`src/rtl/bin2seg_seq.sv`:
```
// Sequential binary-to-BCD converter (shift-add-3, one bit per clock) driving
// DIGITS seven-segment patterns with leading-zero blanking and overflow dashes.
module bin2seg_seq #(
  parameter int WIDTH          = 14,
  parameter int DIGITS         = 5,
  parameter bit SEG_ACTIVE_LOW = 1'b1
) (
  input  logic                  clk,
  input  logic                  reset,
  input  logic                  start,
  input  logic [WIDTH-1:0]      in,
  input  logic                  blank_lz,
  output logic                  busy,
  output logic                  done,
  output logic                  overflow,
  output logic [4*DIGITS-1:0]   bcd,
  output logic [7*DIGITS-1:0]   seg
);

  localparam int CW = $clog2(WIDTH) + 1;
  localparam int BW = 4 * DIGITS;

  localparam logic [6:0] PAT_ZERO  = SEG_ACTIVE_LOW ? 7'h40 : 7'h3F;
  localparam logic [6:0] PAT_DASH  = SEG_ACTIVE_LOW ? 7'h3F : 7'h40;
  localparam logic [6:0] PAT_BLANK = SEG_ACTIVE_LOW ? 7'h7F : 7'h00;

  typedef enum logic [1:0] {IDLE, SHIFT, LOAD} state_t;

  state_t            state;
  logic [WIDTH-1:0]  shreg;
  logic [BW-1:0]     acc;
  logic [BW-1:0]     adj;
  logic              carry;
  logic              blz;
  logic [CW-1:0]     cnt;
  logic [7*DIGITS-1:0] seg_next;
  logic [3:0]        dig;
  logic [6:0]        pat;
  logic              lead;

  function automatic logic [6:0] seg_lut(input logic [3:0] d);
    case (d)
      4'd0:    seg_lut = 7'h3F;
      4'd1:    seg_lut = 7'h06;
      4'd2:    seg_lut = 7'h5B;
      4'd3:    seg_lut = 7'h4F;
      4'd4:    seg_lut = 7'h66;
      4'd5:    seg_lut = 7'h6D;
      4'd6:    seg_lut = 7'h7D;
      4'd7:    seg_lut = 7'h07;
      4'd8:    seg_lut = 7'h7F;
      4'd9:    seg_lut = 7'h6F;
      default: seg_lut = 7'h00;
    endcase
  endfunction

  always_comb begin
    adj = acc;
    for (int i = 0; i < DIGITS; i++) begin
      if (acc[4*i +: 4] >= 4'd5)
        adj[4*i +: 4] = acc[4*i +: 4] + 4'd3;
    end
  end

  // Walk from the top digit down; digits stay blank until the first nonzero one.
  always_comb begin
    seg_next = '0;
    dig      = '0;
    pat      = '0;
    lead     = blz;
    for (int i = DIGITS - 1; i >= 0; i--) begin
      dig = acc[4*i +: 4];
      if (dig != 4'd0)
        lead = 1'b0;
      if (lead && i > 0)
        pat = 7'h00;
      else
        pat = seg_lut(dig);
      seg_next[7*i +: 7] = SEG_ACTIVE_LOW ? ~pat : pat;
    end
  end

  always_ff @(posedge clk or posedge reset) begin
    if (reset) begin
      state    <= IDLE;
      shreg    <= '0;
      acc      <= '0;
      carry    <= 1'b0;
      blz      <= 1'b0;
      cnt      <= '0;
      busy     <= 1'b0;
      done     <= 1'b0;
      overflow <= 1'b0;
      bcd      <= '0;
      seg      <= {DIGITS{PAT_ZERO}};
    end else begin
      done <= 1'b0;
      case (state)
        IDLE: begin
          if (start) begin
            shreg <= in;
            blz   <= blank_lz;
            acc   <= '0;
            carry <= 1'b0;
            cnt   <= '0;
            busy  <= 1'b1;
            state <= SHIFT;
          end
        end
        SHIFT: begin
          acc   <= {adj[BW-2:0], shreg[WIDTH-1]};
          shreg <= shreg << 1;
          carry <= carry | adj[BW-1];
          cnt   <= cnt + 1'b1;
          if (cnt == CW'(WIDTH - 1))
            state <= LOAD;
        end
        LOAD: begin
          overflow <= carry;
          bcd      <= carry ? {DIGITS{4'h9}} : acc;
          seg      <= carry ? {DIGITS{PAT_DASH}} : seg_next;
          done     <= 1'b1;
          busy     <= 1'b0;
          state    <= IDLE;
        end
        default: state <= IDLE;
      endcase
    end
  end

  // Blank pattern only appears through seg_next; keep the constant for readers.
  logic unused_blank;
  assign unused_blank = ^PAT_BLANK;

endmodule
```
`config.mk`:
```
export PLATFORM = sky130hd
export DESIGN_NAME = bin2seg_seq
export DESIGN_NICKNAME = d
export VERILOG_FILES = /design/src/rtl/bin2seg_seq.sv
export SDC_FILE = /design/constraint.sdc
export NUM_CORES = 1
export LEC_CHECK = 0
export ABC_AREA = 0
export BUFFER_PORTS_ARGS = -buffer_cell sky130_fd_sc_hd__buf_2
export CAP_MARGIN = 20
export CORE_MARGIN = 2
export CORE_UTILIZATION = 45
export CTS_BUF_LIST = sky130_fd_sc_hd__clkbuf_4
export DETAILED_ROUTE_END_ITERATION = 8
export PLACE_DENSITY = 0.74
export SLEW_MARGIN = 0
export SYNTH_ARGS = -nofsm -noshare
export SYNTH_HDL_FRONTEND = slang
export SYNTH_SLANG_ARGS = --single-unit
```
`constraint.sdc`:
```
create_clock -name clk -period 3.73 [get_ports clk]
set_input_delay 0.5595 -clock clk [delete_from_list [all_inputs] [get_ports clk]]
set_output_delay 0.5595 -clock clk [all_outputs]
set_load 0.1 [all_outputs]
```
==> summary.md <==
| Metric | Value |
|---|---|
| Vias | `3972` |
| GR Util All Layers | `20.52%` |
| Worst hold slack | `0.09435 ns` |
| Final setup fails | `0` |
| Worst Skew | `0.02363 ns` |
| WP buf/inv | `1` |
| Worst-Skew Late Latency | `0.50 ns` |
| Internal power | `2.450 mW` |
| # IOs | `76` |
| Via/cell ratio | `5.618` |
| FMAX | `407.6 MHz` |
| Setup Fix Bufs, Post-CTS | `0` |
| Sequential Power Share | `35.9%` |
| Pwr/cell area | `930.2 mW/mm2` |
| Comb pwr share | `53.0%` |
| Met2 routed WL | `5.494 mm` |
| Syn Nets | `547` |
| Clk buf depth | `2` |
| Most used flip-flop cell after synthesis | `dfrtp_1` |
| Synth top area share | `47.48%` |
| CTS tree | `yes` |
| Cell row count | `38` |
| Post-Layout Cell Count | `707` |
| Number of flops mapped to enable cells by yosys | `0` |
| # port buffers | `75` |
| Slowest cell on crit path | `dfrtp_1` |
| Synthesized instance count | `502` |
| Synth top cells by count | `dfrtp_1 (96), o21ai_0 (54), nand2_1 (43)` |
| Gpl congestion | `0.8573` |
| CP Data Arrival Time | `2.88 ns` |
| Crit path max-delay family | `simple AND/OR/NAND/NOR gates` |
| Cts repair resizes | `0` |
| Syn-to-layout area delta | `11.03%` |
| Fin. max-slew vios | `0` |
| Routed wire length on met3 | `592 um` |
| Worst VDD drop | `473.9 uV` |
| Sw frac | `53.11%` |
| Initial DRC count | `251` |
| DP Wirelength | `8.161 mm` |
| Max-cap violations | `0` |
| TritonCTS Buffers | `9` |
| CTS H-Tree Depth | `3` |
| Worst path max stage delay | `0.68 ns` |
| Die area | `0.01211 mm2` |
| CTS clk-pin slew, worst paths | `0.16 ns` |
| Initial core utilization | `46.47%` |
| Worst Hold Class | `primary input to asynchronous set/reset pin` |
| Most frequent cell after synthesis | `dfrtp_1` |
| Final hold viol count | `0` |
| Remaining routing DRC violations | `0` |
| Final ANT Viol Nets | `0` |
| Worst slew pin tran | `1.026 ns` |
| Initial antenna violation count | `1` |
| Layout cells sized above 1 | `19.61%` |
| Period utilization | `65.78%` |
| Library cells used by synthesis | `49` |
| Syn. warnings | `0` |
| Synth top area cells | `dfrtp_1 (47%), ha_1 (6.7%), o21ai_0 (5.3%)` |
| Ys async rst share | `100.0%` |
| Die H | `110.0 um` |
| CTS root buf | `clkbuf_4` |
| Met1 wire length | `5.262 mm` |
| Core area | `0.01089 mm2` |
| Post-CTS Hold Buffers | `0` |
| Sequential share of the synthesized area | `50.07%` |
| Largest net degree at the start of global routing | `48` |
| First-pass DRT Iterations | `4` |
| WL/cell | `16.36 um` |
| TritonCTS sink count | `101` |
| Power Total | `5.226 mW` |
| Leak | `2.448 nW` |
| Vias in the first global route | `3874` |
| Highest metal used | `met4` |
| Setup CP Type | `flip-flop to flip-flop` |
| Slew headroom | `31.63%` |
| Endpoint type of the worst setup path | `flip-flop` |
| Area leader, netlist | `dfrtp_1` |
| Synth Area per Inst | `10.08 um2` |
| WL final | `11.56 mm` |
| CP required | `4.16 ns` |
| Setup TNS | `0 ns` |
| Synth Register Bits | `101` |
| Setup crit start kind | `flip-flop` |
| Final min period | `2.454 ns` |
| Global-route wire length before repair | `19.04 mm` |
| Die outline width | `110.0 um` |
| Total congestion overflow | `0` |
| Nets | `606` |
| Syn Std Cell Area | `0.005060 mm2` |
| Fin util | `51.60%` |
| Fillers | `1014` |
| Clock share of power | `11.1%` |
| Worst-path cell chain | `nand2b_1 -> inv_4 -> nand2_1 -> a211o_1 -> o211ai_2` |
| P_sw | `2.775 mW` |
| RSZ-0062 raised after global routing | `false` |
| Critical path fanouts, max | `29` |
| Status | `finished clean` |
| Inst Count DP | `690` |
[registers in the layout, summed over array words and instances, names as in the netlist]
name      count
acc          20
bcd          20
blz           1
busy          1
carry         1
cnt           5
done          1
overflow      1
seg          35
shreg        14
state         2
[logic make-up (layout without fill, tap and decap cells)]
group | count (synthesis) | after routing | synth area share (%)
DFF | 101 | 101 | 50.07
buffers and inverters | 55 | 119 | 5.168
xor gates and xnor gates | 11 | 11 | 1.904
AOI/OAI and AO/OA | 167 | 167 | 21.59
muxes | 2 | 2 | 0.4451
and+or+nand+nor | 139 | 139 | 14.14
other | 0 | 1 | 0
adders and majority gates | 27 | 27 | 6.676
[worst paths after layout]
check	from	endpoint	slack [ns]	cells past startpoint
worst max-delay path	state[0]	seg[20]	1.28	5
worst min-delay path	reset	seg[28]	0.09	2
worst max register to register	state[0]	seg[20]	1.28	5
worst min register to register	shreg[7]	shreg[7]	0.51	2
max in group asynchronous	reset	seg[6]	2.75	3
min in group clk	blank_lz	blz	0.26	3
[worst register-to-register path: stages (launching register included)]
cell	delay [ns]
dfrtp_1	0.68
nand2b_1	0.54
inv_4	0.34
nand2_1	0.40
a211o_1	0.37
o211ai_2	0.06
[routing by layer]
layer  vias to the layer above  global-route usage, %
met5                         -                      0
met1                      1949                  27.55
li1                       1901                      -
met2                       106                  32.60
met4                         0                  7.143
met3                        16                  4.879
[cell usage in the layout, fill, tap and decap left out, drive strengths merged, types with 2 or more instances in the layout]
cell	count
o22a	30
a21o	3
a22oi	3
o21ai	54
a21oi	37
and3b	10
clkbuf	9
a32o	2
inv	22
nor2	38
o21bai	2
nor3b	5
o31ai	2
nand2	43
a221o	2
a211o	2
nor2b	8
dfrtp	96
xor2	6
xnor2	5
a211oi	3
buf	81
a22o	5
o22ai	8
o32ai	5
nand3	7
dfstp	5
mux2	2
ha	27
clkinv	5
nand4	2
o311ai	2
o211ai	2
nor3	5
a31oi	3
nand2b	16
[power by group through the flow]
stage	clock (mW)	combinational [mW]	sequential [mW]
finish	0.581	2.77	1.88
global route	0.640	3.01	1.94
CTS	0.585	2.77	1.87
detailed placement	0	2.76	1.89
global placement	0	2.70	1.88
floorplan	0	1.45	2.66
[cell type report]
cell class / count / area (um2) / share of cell area (%)
Timing Repair Buffer: 81 / 420.4 / 7.483
Inverter: 22 / 87.58 / 1.559
Antenna cell: 1 / 2.502 / 0.04454
Clock buffer: 9 / 67.56 / 1.203
Clock inverter: 7 / 66.31 / 1.180
Multi-Input combinational cell: 346 / 2265 / 40.31
Sequential cell: 101 / 2534 / 45.10
Tap cell: 140 / 175.2 / 3.118
[through the flow]
step / setup WS (ns) / instance area [um2]
final: 1.276 / 5618
after global routing: 1.037 / 5618
after CTS: 1.262 / 5615
after detailed placement: 1.302 / 5482
after global placement: 1.379 / 5482
after floorplan: 0.5316 / 5060
Power figures use the tool's default switching activity.
